===== src/rtl/norm_pool_sequencer.sv =====
// norm_pool_sequencer: per-channel BRAM window read sequencer for the normalization/pool datapath.
// Optional stream pause input is enabled by defining NORM_SEQ_PAUSE_EN.
module norm_pool_sequencer #(
    parameter int IMAGE_SIZE_WIDTH    = 10,
    parameter int BRAM_ADDR_WIDTH     = 16,
    parameter int CHANNEL_WIDTH       = 8,
    parameter int BRAM_READ_LATENCY   = 2,
    parameter int CONST_SETTLE_CYCLES = 2
) (
    input  logic                        clk,
    input  logic                        reset,
    input  logic                        start,
    input  logic [IMAGE_SIZE_WIDTH-1:0] image_width,
    input  logic [IMAGE_SIZE_WIDTH-1:0] image_hight,
    input  logic [CHANNEL_WIDTH-1:0]    num_channels,
    input  logic [1:0]                  pooling_stride,
`ifdef NORM_SEQ_PAUSE_EN
    input  logic                        pause,
`endif
    input  logic                        pool_data_last_out,
    output logic                        bram_rd_en,
    output logic [BRAM_ADDR_WIDTH-1:0]  bram_rd_addr,
    output logic                        data_valid,
    output logic                        data_last,
    output logic [CHANNEL_WIDTH-1:0]    channel_idx,
    output logic                        const_load,
    output logic                        busy,
    output logic                        done,
    output logic                        cfg_error
);
    typedef enum logic [2:0] {IDLE, SETUP, LOAD_CONST, STREAM, DRAIN, DONE} state_t;
    state_t state, next;
    logic [IMAGE_SIZE_WIDTH-1:0]  w_q, h_q;
    logic [CHANNEL_WIDTH-1:0]     nch_q;
    logic                         stride2_q;
    logic [BRAM_ADDR_WIDTH-1:0]   wpc, wpc_calc, base, win;
    logic [2:0]                   settle;
    logic [BRAM_READ_LATENCY-1:0] v_pipe, l_pipe;
    logic                         hold, start_ok, last_rd, settle_end;
`ifdef NORM_SEQ_PAUSE_EN
    assign hold = pause;
`else
    assign hold = 1'b0;
`endif
    assign start_ok   = start && (pooling_stride == 2'd1 || pooling_stride == 2'd2);
    assign wpc_calc   = stride2_q ? BRAM_ADDR_WIDTH'(w_q >> 1) * BRAM_ADDR_WIDTH'(h_q >> 1)
                                  : BRAM_ADDR_WIDTH'(w_q) * BRAM_ADDR_WIDTH'(h_q);
    assign settle_end = settle == 3'(CONST_SETTLE_CYCLES - 1);
    assign last_rd    = state == STREAM && !hold && win == wpc - 1'b1;
    assign bram_rd_en   = state == STREAM && !hold;
    assign bram_rd_addr = base + win;
    assign const_load   = state == LOAD_CONST && settle == 3'd0;
    assign busy         = state == SETUP || state == LOAD_CONST || state == STREAM || state == DRAIN;
    assign done         = state == DONE;
    assign data_valid   = v_pipe[BRAM_READ_LATENCY-1];
    assign data_last    = l_pipe[BRAM_READ_LATENCY-1];
    always_comb begin
        next = state;
        case (state)
            IDLE:       next = start_ok ? SETUP : IDLE;
            SETUP:      next = (wpc_calc == '0 || nch_q == '0) ? DONE : LOAD_CONST;
            LOAD_CONST: next = settle_end ? STREAM : LOAD_CONST;
            STREAM:     next = last_rd ? DRAIN : STREAM;
            DRAIN:      next = !pool_data_last_out ? DRAIN
                             : (channel_idx == nch_q - 1'b1) ? DONE : LOAD_CONST;
            DONE:       next = IDLE;
            default:    next = IDLE;
        endcase
    end
    // the final read of a channel is tagged alongside its valid bit so data_last lines up with data_valid
    always_ff @(posedge clk) begin
        if (reset) begin
            state       <= IDLE;
            w_q         <= '0;
            h_q         <= '0;
            nch_q       <= '0;
            stride2_q   <= 1'b0;
            wpc         <= '0;
            base        <= '0;
            win         <= '0;
            settle      <= '0;
            v_pipe      <= '0;
            l_pipe      <= '0;
            channel_idx <= '0;
            cfg_error   <= 1'b0;
        end else begin
            state  <= next;
            v_pipe <= BRAM_READ_LATENCY'({v_pipe, bram_rd_en});
            l_pipe <= BRAM_READ_LATENCY'({l_pipe, last_rd});
            settle <= state == LOAD_CONST ? settle + 1'b1 : 3'd0;
            if (state == IDLE && start)
                cfg_error <= !start_ok;
            if (state == IDLE && start_ok) begin
                w_q       <= image_width;
                h_q       <= image_hight;
                nch_q     <= num_channels;
                stride2_q <= pooling_stride == 2'd2;
            end
            if (state == SETUP) begin
                wpc         <= wpc_calc;
                base        <= '0;
                win         <= '0;
                channel_idx <= '0;
            end
            if (bram_rd_en)
                win <= last_rd ? '0 : win + 1'b1;
            // constants only advance once the pool stage reports the previous channel fully drained
            if (state == DRAIN && next == LOAD_CONST) begin
                channel_idx <= channel_idx + 1'b1;
                base        <= base + wpc;
            end
        end
    end
endmodule


===== config.mk =====
export PLATFORM = sky130hd
export DESIGN_NAME = norm_pool_sequencer
export DESIGN_NICKNAME = d
export VERILOG_FILES = /design/src/rtl/norm_pool_sequencer.sv
export SDC_FILE = /design/constraint.sdc
export NUM_CORES = 1
export LEC_CHECK = 0
export BUFFER_PORTS_ARGS = -buffer_cell sky130_fd_sc_hd__buf_4
export CORE_ASPECT_RATIO = 0.8
export CORE_MARGIN = 8
export CORE_UTILIZATION = 42
export CTS_BUF_LIST = sky130_fd_sc_hd__clkbuf_8
export CTS_CLUSTER_SIZE = 30
export DETAILED_ROUTE_END_ITERATION = 8
export GPL_TIMING_DRIVEN = 1
export PLACE_DENSITY_LB_ADDON = 0.3
export SETUP_SLACK_MARGIN = 0.1
export SYNTH_ARGS = -nofsm -noshare
export SYNTH_HDL_FRONTEND = slang
export SYNTH_SLANG_ARGS = --single-unit

===== constraint.sdc =====
create_clock -name clk -period 7.3 [get_ports clk]
set_input_delay 0 -clock clk [delete_from_list [all_inputs] [get_ports clk]]
set_output_delay 0 -clock clk [all_outputs]
set_load 0.02 [all_outputs]

---- Yosys cells after proc, flatten, opt, wreduce, memory -nomap -nowiden ----
Index checks and enable logic that the tools add are counted.
operators by class
  $add $sub $neg .......................... 7
  multiply operators ...................... 2
  div/mod/pow operators ................... 0
  magnitude comparators ................... 0
  equality and inequality tests ........... 11
  shift-type cells ........................ 0
  mux-type cells .......................... 14
  bitwise gates (word level) .............. 1
  reductions and logical operators ........ 19
operators by type and width
  cell                     number
  $mux W16                 5
  $add A16 B16 Y16         2
  $add A16 B1 Y16 const B  1
  $eq A16 B16 Y1           1
  $logic_not A16 Y1        1
  $mul A10 B10 Y16         1
  $mul A9 B9 Y16           1
  $mux W8                  2
  $sub A16 B1 Y16 const B  1
  $pmux W3 S5              1
  $mux W3                  4
  $eq A3 B2 Y1 const B     3
  $add A8 B1 Y8 const B    1
  $eq A8 B8 Y1             1
  $logic_not A8 Y1         1
  $sub A8 B1 Y8 const B    1
  $eq A3 B1 Y1 const B     2
  $eq A3 B3 Y1 const B     2
  $logic_and A1 B1 Y1      6
  $logic_not A3 Y1         2
  $logic_or A1 B1 Y1       5
  $reduce_bool A2 Y1       2
  $add A3 B1 Y3 const B    1
  $eq A2 B1 Y1 const B     1
  other kinds (5)          6
storage, ports and cells
  register bits after elaboration ......... 96
  bits in latches ......................... 0
  memory bits (writable) .................. 0
  ROM bits ................................ 0
  bits of input ports ..................... 34
  output and inout port bits .............. 31
  logic and storage cells ................. 67
  memories kept ........................... 0

---- Longest topological paths before layout ----
Gate-level depths: netlist (run 1).
  depth in word-level cells ............... 9
  gate-level depth with buffers ........... 22
  gate-level depth less buffers ........... 20

---- Worst setup path before layout (run 1) ----
No wires, ideal clock.
  path kind ............................... reg2reg
  start ................................... register w_q[5]
  end ..................................... register state[1]
  setup time .............................. 0.070 ns
  arrival ................................. 5.354 ns
  required time ........................... 7.230 ns
  slack ................................... 1.876 ns
  cell stages (with the launch flop) ...... 22
  path buffers ............................ 1
  clock period less this slack ............ 5.424 ns
  path through ............................ dfxtp_1 clkbuf_1 and2_1 fa_1 inv_1 fa_1 inv_1 ha_1 fa_1 inv_1 fa_1 inv_1 ha_1 and3_2 a22oi_1 a21oi_1 a221o_1 a21o_1 a21o_1 o32a_1 a311o_1 a21oi_1
on the way
  longest elaborated chain between the ends .. 6
  elaborated cells between the ends (all ways) .. 7
  classes of those cells .................. mul: 2; mux: 3; reduce/logical: 2
ends and longest elaborated chain
  element                                             RTL line  RTL
  start: declaration                                  33        logic [IMAGE_SIZE_WIDTH-1:0] w_q, h_q;
  start signal: assignment                            94        w_q <= image_width;
  $mul A10 B10 Y16 or $mul A9 B9 Y16 (tied branches)  47, 46
  $mux W16 (*)                                        46        assign wpc_calc = stride2_q ? BRAM_ADDR_WIDTH'(w_q >> 1) * BRAM_ADDR_WIDTH'(h_q >> 1)
  $logic_not A16 Y1 (*)                               61        SETUP: next = (wpc_calc == '0 || nch_q == '0) ? DONE : LOAD_CONST;
  $logic_or A1 B1 Y1 (*)                              61
  $mux W3 (*)                                         61
  $pmux W3 S5 (*)                                     59        case (state)
  end signal: assignment                              87        state <= next;
  end: declaration                                    32        state_t state, next;
Mark *: on every way between the ends. The rest lies on a longest branch, timed or not.
A chain may end at the register's enable or synchronous reset.

---- Final worst setup path (run 1) ----
  start ................................... register w_q[5]
  end ..................................... register state[0]
The elaborated chain is that of the path after synthesis.

==> metrics.md, run 1 <==
| Metric | Value |
|---|---|
| Destination of the worst hold path | `stride2_q` |
| Maximum number of pins on one net before global-route repair | `86` |
| Maximum fanout encountered on the critical timing path | `11` |
| Final critical path time including I/O delays and setup | `between 5 and 6 ns` |
| Count of buffers added by post-CTS timing repair for setup | `0` |
| Final max-slew violation count | `0` |
| Number of nets produced by synthesis | `~1500` |
| Sequential fraction of the synthesis area | `0.194` |
| Via count of the routed design | `8408` |
| Fraction of the core area covered by cells at the end of the flow | `0.475` |
| Layer carrying the most global-route usage | `met2` |
| Number of nets in the final layout | `around 1500` |
| Yosys warns | `0` |
| Cell type with the highest aggregate area in the netlist | `dfxtp_1` |
| Clock power share | `0.172` |
| Int Power | `1.17 mW` |
| FF-to-FF End | `state[0]` |
| Unrepaired setup endpoints after global routing | `false` |
| Setup TNS Final | `0 ns` |
| Mean routed wirelength per cell | `about 15 um` |
| Share of the synthesized area in the top cell type | `0.194` |
| Wire length of the first global-routing pass | `~43 mm` |
| Max capacitance violation total | `0` |
| Period Utilization, post-route | `0.816` |
| CP required | `between 7 and 8 ns` |
| Post-synthesis instance area | `between 9000 and 10000 um2` |
| Average cell area after synthesis | `roughly 8 um2` |
| Port buffer count | `64` |
| Outcome | `finished clean` |
| Max-Slew Margin vs Limit | `0.247` |
| Initial DRC Count | `approximately 420` |
| Clock slew seen by the registers of the worst setup and hold paths | `about 0.13 ns` |
| Die span in x | `approximately 190 um` |
| Post-synth cell types | `69` |
| Launching element of the worst setup path | `w_q[5]` |
| Antenna diodes | `0` |
| GR Util met1 | `0.252` |
| Number of cells on the worst reg-to-reg path | `20` |
| H-tree Lvls | `3` |
| Start point of the worst hold path | `pooling_stride[0]` |
| Die Footprint | `between 20000 and 30000 um2` |
| Met2 track utilization from global routing | `0.278` |
| Number of register bits inferred by synthesis | `96` |
| Total I/O pin count | `between 60 and 70` |
| Number of antenna violations at the first check in global routing | `0` |
| Post-cts sizing count | `0` |
| Starting utilization of the core area | `0.425` |
| Insertion delay to the later sink of the worst-skew pair | `around 0.4 ns` |
| Type of the most critical hold path | `in -> reg` |
| Met3 layer usage reported by global route | `0.0375` |
| Area growth from synthesis to layout | `11.8%` |
| Worst Tran Pin Value | `approximately 1.1 ns` |
| Vias in the first global route | `approximately 8600` |
| Share of power burned in registers | `0.343` |
| Ratio of cells with drive above 1 in the final layout | `0.0795` |
| Sort of element at the end of the critical path | `flip-flop` |
| R2r setup slk | `between 1 and 1.5 ns` |
| 1st-pass router iterations | `5` |
| Hold-critical path depth | `5` |
| Worst reg2reg path startpoint | `w_q[5]` |
| Commonest non-fill, non-tap cell in the layout | `nand2_1` |
| Combinational power share | `0.485` |
| Most used DFF post-synth | `dfxtp_1` |
| Type of origin of the critical path | `flip-flop` |
| Worst Clk Skew | `0.0286 ns` |
| Global router's overall resource usage | `0.178` |
| Commonest cells after routing, fill and taps aside | `nand2_1, inv_1, nor2_1` |
| Peak supply drop | `~0.00018 V` |
| Vertical extent of the die | `154 um` |
| Fraction of power spent switching nets | `0.464` |
| Number of buffers on the longest clock path | `2` |
| Root Driver | `clkbuf_8` |
| Remaining routing DRC violations | `0` |
| Leading post-synthesis cells by cell area | `dfxtp_1, fa_1, ha_1` |
| Proportion of register bits with asynchronous set or reset after synthesis | `0` |
| Number of failing setup endpoints in the final timing report | `0` |
| Placement Rows | `50` |
| Routability cong. | `approximately 0.83` |
| Placeable Area | `23300 um2` |
| Overflow after GRT | `0` |
| FMAX | `approximately 170 MHz` |
| Clock sink count | `96` |
| Vias per cell | `5.23` |
| Worst endpoint data arrival time | `about 6.3 ns` |
| Switching power of the nets | `1.01 mW` |
| CTS hold repair buffers | `29` |
| Clock tree from TritonCTS | `yes` |
| ANT nets after route | `0` |
| Synthesized netlist cell count | `approximately 1200` |
| Final Hold Fails | `0` |
| HPWL Detailed | `19.5 mm` |
| EDFF count, synth | `0` |
| Cell Pwr Density | `196 nW/um2` |
| Critical path class | `reg -> reg` |
| Number of clock buffers inserted by TritonCTS | `9` |
| Pleak | `between 5 and 6 nW` |
| WL final | `roughly 25 mm` |
[power by group through the flow]
stage	sequential (mW)	clock [mW]	combinational, mW
global placement	0.750	0	1.02
detailed placement	0.757	0	1.03
finish	0.747	0.375	1.06
CTS	0.745	0.386	1.05
global route	0.765	0.411	1.18
floorplan	0.673	0	0.855
[Yosys cell counts, types with 15 or more instances]
library cell	instances
nand2_1	173
inv_1	131
nor2_1	106
ha_1	100
dfxtp_1	96
a21oi_1	90
fa_1	77
xnor2_1	62
clkbuf_1	47
and2_1	45
xor2_1	34
o21ai_0	28
nor3_1	26
nand3_1	24
a31oi_1	17
a211oi_1	15
[layer usage]
| layer | part of all wire | up-vias |
|---|---|---|
| met1 | 0.51 | 3970 |
| met4 | 0.010 | 0 |
| met5 | 0 | - |
| li1 | - | 4231 |
| met2 | 0.43 | 183 |
| met3 | 0.055 | 24 |
[worst max-delay path by stage]
| stage | endpoint | slack, ns | depth (start not counted) |
|---|---|---|---|
| floorplan | state[1] | 1.88 | 21 |
| global placement | state[0] | 1.56 | 19 |
| detailed placement | state[0] | 1.45 | 20 |
| CTS | state[0] | 1.42 | 20 |
| global route | state[2] | 1.02 | 20 |
| finish | state[0] | 1.35 | 20 |
[critical path, cell delays in order (launching register included)]
cell and delay (ns):
dfxtp_1 0.46, and2_1 0.25, fa_1 0.57, inv_1 0.06
fa_1 0.48, inv_1 0.04, ha_1 0.30, fa_1 0.51
inv_1 0.05, fa_1 0.47, inv_1 0.06, ha_1 0.31
and3_2 0.18, a22oi_1 0.12, a21boi_0 0.31, a21oi_1 0.10
o32a_1 0.30, or4b_1 0.57, nor4b_2 0.33, nand4_1 0.19
a31oi_1 0.23
[metrics by stage]
stage	power, mW	std cells	area, um2	setup WS [ns]	hold WS [ns]
CTS	2.18	1608	11100	1.42	0.0201
finish	2.18	1608	11100	1.35	0.0353
global route	2.36	1608	11100	1.02	0.0549
global placement	1.77	1563	10600	1.56	0.248
detailed placement	1.79	1563	10600	1.45	0.258
floorplan	1.53	1239	9930	1.88	0.136
[state kept, by name (all words and copies together) (netlist names), 3 cells and up]
register / flops
nch_q: 8
base: 16
win: 16
channel_idx: 8
state: 3
wpc: 16
settle: 3
w_q: 10
h_q: 10
[cell families after synthesis]
logic type               count (synthesis)  synth area share
AO/OA/AOI/OAI                          225             0.143
XOR/XNOR                                96            0.0847
adder cells (fa/ha/maj)                177             0.281
buffers and inverters                  185            0.0711
flip-flops                              96             0.194
multiplexers                            12            0.0124
AND/OR/NAND/NOR                        448             0.214
[area by class of cell]
class                   instances  area (um2)
repair buffers                 95         786
multi-input cells             958        7300
fillers                      2288       12200
clock buffers                   9         124
inverters                     131         492
clock inverters                 7        76.3
flip-flops and latches         96        1920
well taps                     312         390
Note: power is estimated with default switching activity, not from simulation.
==> run 2: changes to the inputs <==
- clock period: 7.3 -> 5.55 ns (I/O delays scaled with it)
==> run 2 against run 1 <==
Clock power rose by 29%. Setup slack got worse by 1.3 ns. Sequential power rose by 25%. Total power up 37%. First-iteration DRC count increased by 31%. Critical endpoint unchanged. Largest cell class unchanged. Largest power group unchanged.
==> metrics.md, run 2 (synthesis results as in run 1) <==
| Metric | Value |
|---|---|
| Outcome | `finished clean (unchanged)` |
| Peak supply drop | `0.000200 V (was 0.000181 V)` |
| Worst Tran Pin Value | `1.16 ns (was 1.13 ns)` |
| Setup TNS Final | `0 ns (unchanged)` |
| Initial DRC Count | `546 (was 416)` |
| Registers with the most flip-flops | `base: 16 flops, win: 16 flops, wpc: 16 flops (unchanged)` |
| Ratio of cells with drive above 1 in the final layout | `0.142 (was 0.0795)` |
| Share of power burned in registers | `0.314 (was 0.343)` |
| ANT nets after route | `0 (unchanged)` |
| Wire length of the first global-routing pass | `43.6 mm (was 43.0 mm)` |
| Type of origin of the critical path | `flip-flop (unchanged)` |
| Int Power | `1.63 mW (was 1.17 mW)` |
| Worst endpoint data arrival time | `5.77 ns (was 6.29 ns)` |
| FMAX | `183 MHz (was 168 MHz)` |
| Vias per cell | `5.23 (about the same)` |
| Maximum number of pins on one net before global-route repair | `86 (unchanged)` |
| Number of instances in the placed design | `1604 (was 1563)` |
| Mean routed wirelength per cell | `15.4 um (was 15.5 um)` |
| Clock power share | `0.163 (was 0.172)` |
| Clock sink count | `96 (unchanged)` |
| Pleak | `5.32 nW (was 5.05 nW)` |
| CP required | `5.85 ns (was 7.64 ns)` |
| Worst reg2reg path startpoint | `w_q[4] (was w_q[5])` |
| Clock tree from TritonCTS | `yes (unchanged)` |
| Max capacitance violation total | `0 (unchanged)` |
| Most Frequent Cell on Critical Path | `inv_2` |
| Switching power of the nets | `1.35 mW (was 1.01 mW)` |
| Cell Pwr Density | `256 nW/um2 (was 196 nW/um2)` |
| Insertion delay to the later sink of the worst-skew pair | `0.40 ns (was 0.41 ns)` |
| Hold-critical path depth | `5 (unchanged)` |
| FF-to-FF End | `state[0] (unchanged)` |
| Number of failing setup endpoints in the final timing report | `0 (unchanged)` |
| Placeable Area | `23300 um2 (unchanged)` |
| Vertical extent of the die | `154 um (unchanged)` |
| Commonest non-fill, non-tap cell in the layout | `nand2_1 (unchanged)` |
| Total I/O pin count | `65 (unchanged)` |
| Period Utilization, post-route | `0.985 (was 0.816)` |
| Fraction of power spent switching nets | `0.454 (was 0.464)` |
| Global router's overall resource usage | `0.180 (was 0.178)` |
| Combinational power share | `0.523 (was 0.485)` |
| Vias in the first global route | `8682 (was 8595)` |
| Routability cong. | `0.873 (was 0.832)` |
| Cell with the biggest individual delay on the critical path | `fa_2 (was fa_1)` |
| Maximum fanout encountered on the critical timing path | `4 (was 11)` |
| Commonest cells after routing, fill and taps aside | `nand2_1, inv_1, buf_4 (was nand2_1, inv_1, nor2_1)` |
| Final critical path time including I/O delays and setup | `5.47 ns (was 5.95 ns)` |
| Area growth from synthesis to layout | `17.2% (was 11.8%)` |
| Final cell count without fillers | `1657 (was 1608)` |
| Sort of element at the end of the critical path | `flip-flop (unchanged)` |
| Start point of the worst hold path | `pooling_stride[0] (unchanged)` |
| 1st-pass router iterations | `5 (unchanged)` |
| Clock slew seen by the registers of the worst setup and hold paths | `0.12 ns (was 0.13 ns)` |
| Final Hold Fails | `0 (unchanged)` |
| Final max-slew violation count | `0 (unchanged)` |
| Die Footprint | `28800 um2 (unchanged)` |
| Remaining routing DRC violations | `0 (unchanged)` |
| Number of buffers on the longest clock path | `2 (unchanged)` |
| Max-Slew Margin vs Limit | `0.229 (was 0.247)` |
| H-tree Lvls | `3 (unchanged)` |
| Placement Rows | `50 (unchanged)` |
| Overflow after GRT | `0 (unchanged)` |
| Filler cell count in the final layout | `2232 (was 2288)` |
| WL final | `25.5 mm (was 24.9 mm)` |
| Starting utilization of the core area | `0.425 (unchanged)` |
| Port buffer count | `64 (unchanged)` |
| Antenna diodes | `0 (unchanged)` |
| Type of the most critical hold path | `in -> reg (unchanged)` |
| Unrepaired setup endpoints after global routing | `true (was false)` |
| Die span in x | `188 um (unchanged)` |
| Via count of the routed design | `8668 (was 8408)` |
| Critical Path, Cell by Cell | `and2_4, fa_2, inv_2, fa_1, inv_2, ha_4, fa_1, inv_2, fa_1, inv_2, ha_4, and3_4, a22oi_2, a21boi_2, a21oi_2, o32a_1, or4b_4, nor4b_4, nand4_1, a31oi_1 (was and2_1, fa_1, inv_1, fa_1, inv_1, ha_1, fa_1, inv_1, fa_1, inv_1, ha_1, and3_2, a22oi_1, a21boi_0, a21oi_1, o32a_1, or4b_1, nor4b_2, nand4_1, a31oi_1)` |
| Worst Clk Skew | `0.0328 ns (was 0.0286 ns)` |
| Number of cells on the worst reg-to-reg path | `20 (unchanged)` |
| HPWL Detailed | `20.0 mm (was 19.5 mm)` |
| Destination of the worst hold path | `stride2_q (unchanged)` |
| R2r setup slk | `0.08 ns (was 1.35 ns)` |
| Root Driver | `clkbuf_8 (unchanged)` |
| Critical Path Max Stage Delay | `0.60 ns (was 0.57 ns)` |
| Number of nets in the final layout | `1551 (was 1502)` |
| Number of clock buffers inserted by TritonCTS | `9 (unchanged)` |
| Number of antenna violations at the first check in global routing | `0 (unchanged)` |
| Critical path class | `reg -> reg (unchanged)` |
run 2: cell count changes in the layout (fill, tap and decap cells not counted), moves of 5 or more:
cell | before | now
ha_1 | 100 | 95
o21ai_1 | 1 | 6
dfxtp_1 | 96 | 83
buf_4 | 66 | 114
o21ai_0 | 28 | 23
inv_2 | 0 | 5
inv_1 | 131 | 126
dfxtp_2 | 0 | 12
run 2: cell type report:
type                            instances  area [um2]  area share
Clock buffer                            9         124      0.0106
Timing Repair Buffer                  144        1160      0.0995
Multi-Input combinational cell        958        7440       0.640
Tap cell                              312         390      0.0336
Clock inverter                          7        86.3     0.00742
Sequential cell                        96        1940       0.167
Inverter                              131         492      0.0423
run 2: power groups by stage:
stage	Sequential, mW	Clock, mW	Combinational [mW]
detailed placement	0.947	0	1.47
finish	0.936	0.485	1.56
global placement	0.947	0	1.45
CTS	0.934	0.500	1.54
global route	0.953	0.520	1.73
floorplan	0.886	0	1.12
run 2: routing by layer:
layer  wire (um)  share of wire  track usage  vias up
met5           0              0            0        -
met4         155         0.0061       0.0206        0
met3        1550          0.061       0.0382       12
met2       10900           0.43        0.278      202
met1       12900           0.51        0.260     4130
li1            -              -            -     4324
run 2: worst max-delay path, delay by kind of cell, from the launching register on:
family / cells / cell delay [ns]
AO/OA/AOI/OAI: 5 / 0.89
flip-flops: 1 / 0.37
AND/OR/NAND/NOR: 5 / 1.31
buffers and inverters: 4 / 0.19
adder cells (fa/ha/maj): 6 / 2.63
run 2: what timing repair did:
item,CTS,global route
setup buffers,6,2
gates resized for setup,27,24
setup endpoints to repair,5,5
endpoints found under the hold margin,29,0
hold buffers,29,0
pin swaps,17,30
run 2: worst max-delay path by stage:
stage	start	to
finish	w_q[4]	state[0]
global route	h_q[2]	state[0]
CTS	w_q[3]	state[0]
detailed placement	w_q[5]	state[0]
global placement	w_q[5]	state[0]
floorplan	w_q[5]	state[1]
run 2: through the flow:
| step | worst slack [ns] | power [mW] | area, um2 | utilization | hold slack (ns) |
|---|---|---|---|---|---|
| 6_report | 0.0806 | 2.98 | 11600 | 0.499 | 0.0517 |
| 3_3_place_gp | -0.0280 | 2.40 | 10900 | 0.468 | 0.251 |
| 2_1_floorplan | 0.126 | 2.01 | 9930 | - | 0.136 |
| 5_1_grt | -0.158 | 3.20 | 11600 | 0.499 | 0.0743 |
| 3_5_place_dp | -0.191 | 2.42 | 10900 | 0.468 | 0.258 |
| 4_1_cts | 0.0599 | 2.98 | 11600 | 0.495 | 0.0256 |
==> run 3: changes to the inputs <==
- CORE_UTILIZATION: 42 -> 60
- PLACE_DENSITY: not set -> 0.83
- PLACE_DENSITY_LB_ADDON: 0.3 -> not set
- RECOVER_POWER: not set -> 50
==> run 3 against run 2 <==
Register-to-register slack is essentially flat. Total power rose by 2.1%. Critical path depth stayed put. Critical path type unchanged. Highest routed layer unchanged.
==> metrics.md, run 3 (synthesis results as in run 1) <==
| Metric | Value |
|---|---|
| Placement Rows | `42 (was 50)` |
| Vias per cell | `5.81 (was 5.23)` |
| Mean routed wirelength per cell | `16.9 um (was 15.4 um)` |
| Final Hold Fails | `0 (unchanged)` |
| Hold-critical path depth | `5 (unchanged)` |
| Setup TNS Final | `0 ns (unchanged)` |
| Worst endpoint data arrival time | `5.79 ns (was 5.77 ns)` |
| Antenna diodes | `0 (unchanged)` |
| FMAX | `183 MHz (about the same)` |
| Placement-stage cell area | `10700 um2 (was 10900 um2)` |
| Routability cong. | `0.902 (was 0.873)` |
| Critical Path Max Stage Delay | `0.58 ns (was 0.60 ns)` |
| Final max-slew violation count | `0 (unchanged)` |
| Vias in the first global route | `9094 (was 8682)` |
| Period Utilization, post-route | `0.985 (about the same)` |
| Total I/O pin count | `65 (unchanged)` |
| Cell Pwr Density | `266 nW/um2 (was 256 nW/um2)` |
| Commonest non-fill, non-tap cell in the layout | `nand2_1 (unchanged)` |
| Worst Clk Skew | `0.0242 ns (was 0.0328 ns)` |
| Final cell count without fillers | `1554 (was 1657)` |
| Number of cells on the worst reg-to-reg path | `20 (unchanged)` |
| Number of instances in the placed design | `1503 (was 1604)` |
| Outcome | `finished clean (unchanged)` |
| WL final | `26.3 mm (was 25.5 mm)` |
| Number of buffers on the longest clock path | `2 (unchanged)` |
| Critical Path, Cell by Cell | `and2_4, fa_1, inv_1, fa_1, inv_2, ha_4, fa_1, inv_1, fa_1, inv_2, ha_4, and3_4, a22oi_2, a21oi_2, xnor2_1, mux2i_1, or4b_4, nor4b_4, nand4_1, a31oi_1 (was and2_4, fa_2, inv_2, fa_1, inv_2, ha_4, fa_1, inv_2, fa_1, inv_2, ha_4, and3_4, a22oi_2, a21boi_2, a21oi_2, o32a_1, or4b_4, nor4b_4, nand4_1, a31oi_1)` |
| CP required | `5.88 ns (was 5.85 ns)` |
| Placeable Area | `16400 um2 (was 23300 um2)` |
| H-tree Lvls | `3 (unchanged)` |
| Critical path class | `reg -> reg (unchanged)` |
| R2r setup slk | `0.08 ns (about the same)` |
| Via count of the routed design | `9026 (was 8668)` |
| Insertion delay to the later sink of the worst-skew pair | `0.40 ns (about the same)` |
| Pre-CTS worst setup slack | `-0.0579 ns (was -0.191 ns)` |
| Overflow after GRT | `0 (unchanged)` |
| 1st-pass router iterations | `7 (was 5)` |
| Pleak | `5.27 nW (was 5.32 nW)` |
| Vertical extent of the die | `131 um (was 154 um)` |
| ANT nets after route | `0 (unchanged)` |
| Number of failing setup endpoints in the final timing report | `0 (unchanged)` |
| Post-route cell area | `11400 um2 (was 11600 um2)` |
| HPWL Detailed | `19.6 mm (was 20.0 mm)` |
| Clock sink count | `96 (unchanged)` |
| Number of antenna violations at the first check in global routing | `0 (unchanged)` |
| Max-Slew Margin vs Limit | `0.223 (was 0.229)` |
| Clock tree from TritonCTS | `yes (unchanged)` |
| Total power after layout | `3.04 mW (was 2.98 mW)` |
| Final critical path time including I/O delays and setup | `5.47 ns (about the same)` |
| Cell with the biggest individual delay on the critical path | `or4b_4 (was fa_2)` |
| Worst Tran Pin Value | `1.16 ns (about the same)` |
| Max capacitance violation total | `0 (unchanged)` |
| Number of nets in the final layout | `1540 (was 1551)` |
| Remaining routing DRC violations | `0 (unchanged)` |
| Peak supply drop | `0.000267 V (was 0.000200 V)` |
| Worst hold margin | `0.0485 ns (was 0.0517 ns)` |
| Sort of element at the end of the critical path | `flip-flop (unchanged)` |
| Fraction of the core area covered by cells at the end of the flow | `0.698 (was 0.499)` |
| Wire length of the first global-routing pass | `44.1 mm (was 43.6 mm)` |
| Global router's overall resource usage | `0.257 (was 0.180)` |
| Registers with the most flip-flops | `base: 16 flops, win: 16 flops, wpc: 16 flops (unchanged)` |
| Die Footprint | `20900 um2 (was 28800 um2)` |
| Commonest cells after routing, fill and taps aside | `nand2_1, inv_1, nor2_1 (was nand2_1, inv_1, buf_4)` |
| Port buffer count | `64 (unchanged)` |
| Die span in x | `160 um (was 188 um)` |
| Initial DRC Count | `733 (was 546)` |
| Area growth from synthesis to layout | `15.3% (was 17.2%)` |
| Maximum number of pins on one net before global-route repair | `86 (unchanged)` |
| Number of clock buffers inserted by TritonCTS | `9 (unchanged)` |
| Most Frequent Cell on Critical Path | `fa_1 (was inv_2)` |
| Type of origin of the critical path | `flip-flop (unchanged)` |
| Starting utilization of the core area | `0.605 (was 0.425)` |
| Ratio of cells with drive above 1 in the final layout | `0.133 (was 0.142)` |
| Unrepaired setup endpoints after global routing | `true (unchanged)` |
| Type of the most critical hold path | `in -> reg (unchanged)` |
| Maximum fanout encountered on the critical timing path | `7 (was 4)` |
| Root Driver | `clkbuf_8 (unchanged)` |
| Clock slew seen by the registers of the worst setup and hold paths | `0.11 ns (was 0.12 ns)` |
| Final critical-path setup slack | `0.0824 ns (was 0.0806 ns)` |
-- run 3: cell count changes in the layout (fill, tap and decap cells not counted), sizes merged --
cell and change:
buf -11, bufinv +1, clkbuf +1, clkinv -5, inv +3
-- run 3: final timing paths --
kind,startpoint,endpoint
setup / recovery,w_q[3],state[0]
hold / removal,pooling_stride[0],stride2_q
setup reg to reg,w_q[3],state[0]
hold reg to reg,v_pipe[0],v_pipe[1]
-- run 3: metal layers --
metal | wire [um] | vias to the layer above | share of wire | track usage
li1 | - | 4301 | - | -
met1 | 11500 | 4346 | 0.44 | 0.324
met2 | 12500 | 334 | 0.47 | 0.445
met3 | 1880 | 45 | 0.071 | 0.0479
met4 | 507 | 0 | 0.019 | 0.0762
met5 | 0 | - | 0 | 0
-- run 3: timing repair --
action	4_1_cts	5_1_grt
hold buffers	29	0
setup buffers	1	5
cloned	0	0
pin swaps	7	25
gates resized for setup	21	29
endpoints found under the setup margin	3	5
hold endpoints to repair	29	0
-- run 3: cell type report --
class	instances	area (um2)
fillers	1223	4950
repair buffers	133	1070
clock inverters	6	81.3
well taps	220	275
inverters	131	492
flip-flops and latches	96	1940
clock buffers	10	138
multi-input cells	958	7450
-- run 3: critical path, delay by kind of cell, from the launching register on --
family	cells	cell delay, ns
fa+ha+maj	6	2.49
buf+inv	4	0.21
mux	1	0.11
simple gates	5	1.34
compound gates	3	0.70
xor+xnor	1	0.16
flops	1	0.38
-- run 3: where the power goes --
part | internal, mW | leakage, nW | switching, mW
clock network | 0.233 | 0.113 | 0.304
logic | 0.645 | 4.37 | 0.917
registers | 0.787 | 0.783 | 0.155
